===== config.mk =====
export PLATFORM = sky130hd
export DESIGN_NAME = pipeline_complex_mult
export DESIGN_NICKNAME = d
export VERILOG_FILES = /design/src/rtl/pipeline_complex_mult.sv
export SDC_FILE = /design/constraint.sdc
export NUM_CORES = 2
export LEC_CHECK = 0
export ABC_AREA = 1
export BUFFER_PORTS_ARGS = -buffer_cell sky130_fd_sc_hd__buf_2
export CORE_MARGIN = 2
export CORE_UTILIZATION = 31
export CTS_BUF_LIST = sky130_fd_sc_hd__clkbuf_2 sky130_fd_sc_hd__clkbuf_4 sky130_fd_sc_hd__clkbuf_8
export CTS_CLUSTER_DIAMETER = 30
export DETAILED_ROUTE_END_ITERATION = 6
export GPL_ROUTABILITY_DRIVEN = 0
export HOLD_SLACK_MARGIN = 0.02
export SLEW_MARGIN = 20
export SYNTH_ARGS = -nofsm -noshare
export SYNTH_HDL_FRONTEND = slang
export SYNTH_SLANG_ARGS = --single-unit

===== constraint.sdc =====
create_clock -name clock -period 5.7 [get_ports clock]
set_input_delay 0.855 -clock clock [delete_from_list [all_inputs] [get_ports clock]]
set_output_delay 0.855 -clock clock [all_outputs]
set_load 0.1 [all_outputs]

===== src/rtl/pipeline_complex_mult.sv =====
// Fully pipelined signed fixed-point complex multiplier with rounding, saturation/wrap,
// overflow flag, tag passthrough and valid/ready handshake with whole-pipeline stall.
module pipeline_complex_mult #(
    parameter int INT_BITS     = 4,
    parameter int FRAC_BITS    = 14,
    parameter int EXTRA_STAGES = 0,
    parameter int ROUND        = 0,
    parameter int SATURATE     = 1,
    parameter int TAG_BITS     = 8
) (
    input  logic                                clock,
    input  logic                                reset,
    input  logic                                in_valid,
    output logic                                in_ready,
    input  logic signed [INT_BITS+FRAC_BITS-1:0] a_re,
    input  logic signed [INT_BITS+FRAC_BITS-1:0] a_im,
    input  logic signed [INT_BITS+FRAC_BITS-1:0] b_re,
    input  logic signed [INT_BITS+FRAC_BITS-1:0] b_im,
    input  logic        [TAG_BITS-1:0]           in_tag,
    output logic                                out_valid,
    input  logic                                out_ready,
    output logic signed [INT_BITS+FRAC_BITS-1:0] out_re,
    output logic signed [INT_BITS+FRAC_BITS-1:0] out_im,
    output logic                                out_ovf,
    output logic        [TAG_BITS-1:0]           out_tag
);

    localparam int          N  = INT_BITS + FRAC_BITS;
    localparam int          W  = 2 * N + 2;
    localparam int unsigned NX = EXTRA_STAGES;

    localparam logic signed [W-1:0] RND  = (ROUND != 0) ? (W'(1) <<< (FRAC_BITS - 1)) : '0;
    localparam logic signed [W-1:0] MAXV = {{(W-N+1){1'b0}}, {(N-1){1'b1}}};
    localparam logic signed [W-1:0] MINV = {{(W-N+1){1'b1}}, {(N-1){1'b0}}};

    logic adv;

    logic                  s1_v;
    logic signed [N-1:0]   s1_ar, s1_ai, s1_br, s1_bi;
    logic [TAG_BITS-1:0]   s1_tag;

    logic                  s2_v;
    logic signed [2*N-1:0] s2_rr, s2_ii, s2_ri, s2_ir;
    logic [TAG_BITS-1:0]   s2_tag;

    logic signed [2*N-1:0] p_rr, p_ii, p_ri, p_ir;
    logic signed [W-1:0]   re_w, im_w;
    logic [N:0]            res_re, res_im;

    // Index 0 holds the S3 result; the last index drives the outputs.
    logic                  d_v   [0:NX];
    logic signed [N-1:0]   d_re  [0:NX];
    logic signed [N-1:0]   d_im  [0:NX];
    logic                  d_ovf [0:NX];
    logic [TAG_BITS-1:0]   d_tag [0:NX];

    function automatic logic signed [2*N-1:0] smul(input logic signed [N-1:0] x,
                                                   input logic signed [N-1:0] y);
        logic signed [2*N-1:0] xe, ye;
        xe = {{N{x[N-1]}}, x};
        ye = {{N{y[N-1]}}, y};
        return xe * ye;
    endfunction

    // Returns {overflow, N-bit result} after rounding, shift and range handling.
    function automatic logic [N:0] scale(input logic signed [W-1:0] v);
        logic signed [W-1:0] r;
        logic                ovf;
        logic [N-1:0]        q;
        r   = v + RND;
        r   = r >>> FRAC_BITS;
        ovf = (r > MAXV) || (r < MINV);
        q   = r[N-1:0];
        if (ovf && (SATURATE != 0))
            q = r[W-1] ? {1'b1, {(N-1){1'b0}}} : {1'b0, {(N-1){1'b1}}};
        return {ovf, q};
    endfunction

    assign adv      = !out_valid || out_ready;
    assign in_ready = adv;

    always_comb begin
        p_rr   = smul(s1_ar, s1_br);
        p_ii   = smul(s1_ai, s1_bi);
        p_ri   = smul(s1_ar, s1_bi);
        p_ir   = smul(s1_ai, s1_br);
        re_w   = {{2{s2_rr[2*N-1]}}, s2_rr} - {{2{s2_ii[2*N-1]}}, s2_ii};
        im_w   = {{2{s2_ri[2*N-1]}}, s2_ri} + {{2{s2_ir[2*N-1]}}, s2_ir};
        res_re = scale(re_w);
        res_im = scale(im_w);
    end

    always_ff @(posedge clock or negedge reset) begin
        if (!reset) begin
            s1_v   <= 1'b0;
            s1_ar  <= '0;
            s1_ai  <= '0;
            s1_br  <= '0;
            s1_bi  <= '0;
            s1_tag <= '0;
            s2_v   <= 1'b0;
            s2_rr  <= '0;
            s2_ii  <= '0;
            s2_ri  <= '0;
            s2_ir  <= '0;
            s2_tag <= '0;
            for (int unsigned i = 0; i <= NX; i++) begin
                d_v[i]   <= 1'b0;
                d_re[i]  <= '0;
                d_im[i]  <= '0;
                d_ovf[i] <= 1'b0;
                d_tag[i] <= '0;
            end
        end else if (adv) begin
            s1_v     <= in_valid;
            s1_ar    <= a_re;
            s1_ai    <= a_im;
            s1_br    <= b_re;
            s1_bi    <= b_im;
            s1_tag   <= in_tag;
            s2_v     <= s1_v;
            s2_rr    <= p_rr;
            s2_ii    <= p_ii;
            s2_ri    <= p_ri;
            s2_ir    <= p_ir;
            s2_tag   <= s1_tag;
            d_v[0]   <= s2_v;
            d_re[0]  <= res_re[N-1:0];
            d_im[0]  <= res_im[N-1:0];
            d_ovf[0] <= res_re[N] | res_im[N];
            d_tag[0] <= s2_tag;
            for (int unsigned i = 1; i <= NX; i++) begin
                d_v[i]   <= d_v[i-1];
                d_re[i]  <= d_re[i-1];
                d_im[i]  <= d_im[i-1];
                d_ovf[i] <= d_ovf[i-1];
                d_tag[i] <= d_tag[i-1];
            end
        end
    end

    assign out_valid = d_v[NX];
    assign out_re    = d_re[NX];
    assign out_im    = d_im[NX];
    assign out_ovf   = d_ovf[NX];
    assign out_tag   = d_tag[NX];

endmodule

==> results.yml <==
cells_and_area:
  layoutNonFillerInstCount: 11907
  layout_commonest_cell: "inv_1"
  n_fill_cell: 21211
  layout-drive-gt1-share_pct: 17.63
  syn_to_final_growth_pct: 23.13
  mostFrequentLayoutCells: "inv_1 (2358), nand2_1 (2195), fa_1 (1280)"
  fin_nets: 10867
synth:
  syn-instance-count: 8340
  synth.ff_latch_count: 280
  synth.top_cell.area_share_pct: 40.55
  seq_area_frac_synth_pct: 10.78
  mappedNetlistArea_mm2: 0.06497
  postSynthAreaPerCell_um2: 7.790
  yosysUniqueCellTypes: 45
  yosysWarnings: 0
  synth_top_cell_by_area: "fa_1"
  synth_nets: 10182
  ys_top_cells_by_area: "fa_1 (41%), inv_1 (14%), nand2_1 (13%), dfrtp_1 (11%), ha_1 (8.5%)"
worst_hold_path:
  min-delay-start: "in_tag[5]"
  min_path_type: "in -> reg"
  hold_end: "s1_tag[5]$_DFFE_PN0P_"
  whs_path_depth: 3
global_route:
  grt_pass1_wl_mm: 313.5
  grt_antenna_before_repair: 13
  grt.overflow.total: 0
  grt_start_max_net_pins: 125
  track_usage_pct: 18.68
  grt_pass1_vias: 57944
critical_path:
  path_buf_inv: 9
  rrSetupSlack_ns: -0.09
  critical_path.top_delay_family: "adder cells"
  critPathArrivalTime_ns: 6.49
  cp_slowest_cell: "fa_2"
  critPathKind: "reg -> reg"
  reg2reg_from: "s1_bi[5]$_DFFE_PN0P_"
  cpMostUsedCell: "fa_1"
  crit_path_start_kind: "flop"
  r2r.worst_path.cells: 27
  crit_fanout: 8
  end_kind: "flop"
  max_stage_delay_ns: 0.58
  required_ns: 6.41
  timing.rr.end: "s2_ri[30]$_DFFE_PN0P_"
floorplan:
  die_h_um: 461.8
  dieWidth_um: 461.8
  num_rows: 168
  die_area_mm2: 0.2133
  start_util_pct: 31.10
  num_io_pins: 131
  core-area_mm2: 0.2089
placed_design:
  place_hpwl_mm: 160.8
  dp.cells: 11661
  io_buffers: 130
detailed_routing:
  finalWirelength_mm: 195.6
  route.met2.wl_mm: 92.98
  vias: 54163
  wire_per_inst_um: 16.43
  drt-met1-wl_mm: 82.26
  drtIter0Drc: 3497
  via_per_inst: 4.549
  met3WireLength_mm: 12.86
  highest_layer: "met5"
  drt_pass1_iterations: 7
  ant_nets: 0
  drc: 0
sta:
  period_share_pct: 101.5
  setup_viol: 21
  skew_ns: 0.05519
  worst_pin_slew_ns: 0.9469
  hold_viol_final: 0
  report.final.slew_viol_count: 0
  slew_headroom_pct: 36.88
  setup_ws_ns: -0.08665
  rsz0062_at_grt: "true"
  fmax_mhz: 172.8
  finalCriticalPeriod_ns: 5.787
cts:
  root_buffer: "clkbuf_8"
  numCtsBuffers: 91
  cts.clk_slew.worst_paths_ns: 0.05
  htreeDepth: 3
  cts_tree: "built"
  clock_path_buffers: 3
  clk_latency_ns: 0.84
  clock-sinks: 280
status:
  violations: "negative setup slack"
  status: "complete, but fails checks"
flow_run:
  cap_violations: 0
[area by class of cell]
type / instances / area [µm²] / share of cell area [%]
diodes: 5 / 12.51 / 0.01564
clock inverters: 51 / 782.0 / 0.9775
inverters: 2405 / 9035 / 11.29
clock buffers: 114 / 1494 / 1.867
well taps: 2805 / 3510 / 4.387
flip-flops and latches: 280 / 7025 / 8.782
multi-input cells: 5305 / 49780 / 62.23
repair buffers: 942 / 8361 / 10.45
[per-layer routing]
layer	vias up	GRT usage, %
met3	362	3.150
met4	16	6.958
met5	-	0
li1	25234	-
met1	26987	24.51
met2	1564	30.84
[stage by stage]
stage	utilization [%]	instance area, µm²	hold WS, ns	setup WS (ns)	setup TNS [ns]
after floorplan	-	65080	0.4198	-0.03507	-0.03507
after global placement	35.65	74490	0.4513	-0.3507	-8.123
after detailed placement	35.65	74490	0.4569	-0.3485	-11.60
after CTS	37.49	78320	0.09229	-0.1086	-0.5626
after global routing	38.29	80000	0.1689	-0.3227	-13.50
final	38.29	80000	0.2186	-0.08665	-0.7275
[registers in the layout, summed over array words and instances, names as in the netlist, 36 cells and up]
signal  count
s2_ii      36
s2_ir      36
s2_ri      36
s2_rr      36
[worst max path at each step]
stage	from	slack (ns)	depth (start not counted)	endpoint
after floorplan	s1_bi[4]$_DFFE_PN0P_	-0.04	24	s2_ri[33]$_DFFE_PN0P_
after global placement	s1_bi[4]$_DFFE_PN0P_	-0.35	21	s2_ii[27]$_DFFE_PN0P_
after detailed placement	s1_ai[15]$_DFFE_PN0P_	-0.35	22	s2_ii[23]$_DFFE_PN0P_
after CTS	s1_ai[17]$_DFFE_PN0P_	-0.11	20	s2_ii[35]$_DFFE_PN0P_
after global routing	s1_bi[2]$_DFFE_PN0P_	-0.32	28	s2_ri[33]$_DFFE_PN0P_
final	s1_bi[5]$_DFFE_PN0P_	-0.09	27	s2_ri[30]$_DFFE_PN0P_
[what timing repair did]
item / in CTS / in global routing
cloned: 2 / 6
pin swaps: 71 / 95
buffers inserted: 34 / 33
setup endpoints to repair: 70 / 82
hold buffers: 1 / 0
endpoints found under the hold margin: 55 / 0
gates resized for setup: 272 / 282
[cells in the mapped netlist (all sizes together)]
| cell | number |
|---|---|
| o2111ai | 1 |
| o21a | 6 |
| nor4 | 11 |
| xor2 | 69 |
| xnor2 | 77 |
| o221ai | 3 |
| or2 | 26 |
| clkbuf | 202 |
| nor3 | 31 |
| nor3b | 2 |
| a211oi | 1 |
| nand4 | 22 |
| nor2 | 280 |
| fa | 1316 |
| o21bai | 19 |
| inv | 2405 |
| o311ai | 1 |
| o21ai | 231 |
| a31oi | 29 |
| nand2 | 2274 |
| ha | 442 |
| buf | 148 |
| a21oi | 262 |
| a221oi | 5 |
| nand3b | 6 |
| o211ai | 8 |
| o31ai | 4 |
| o22ai | 2 |
| and3 | 3 |
| a21o | 22 |
| nand3 | 142 |
| dfrtp | 280 |
| a21boi | 10 |
[cells by family (layout without fill, tap and decap cells)]
family / count (synthesis) / in the layout / synth area share (%)
buf+inv: 2755 / 3512 / 15.99
other cells: 0 / 5 / 0
flops: 280 / 280 / 10.78
xor+xnor: 146 / 146 / 1.968
simple gates: 2797 / 2797 / 17.05
compound gates: 604 / 604 / 5.149
fa+ha+maj: 1758 / 1758 / 49.06
[tightest hold or removal path: stages]
cell and delay [ns]:
buf_2 0.07, nand2_1 0.04, nand2_1 0.04
Power is not shown: default switching activity piles up to over one toggle a cycle in this logic, so the estimate is an artifact.
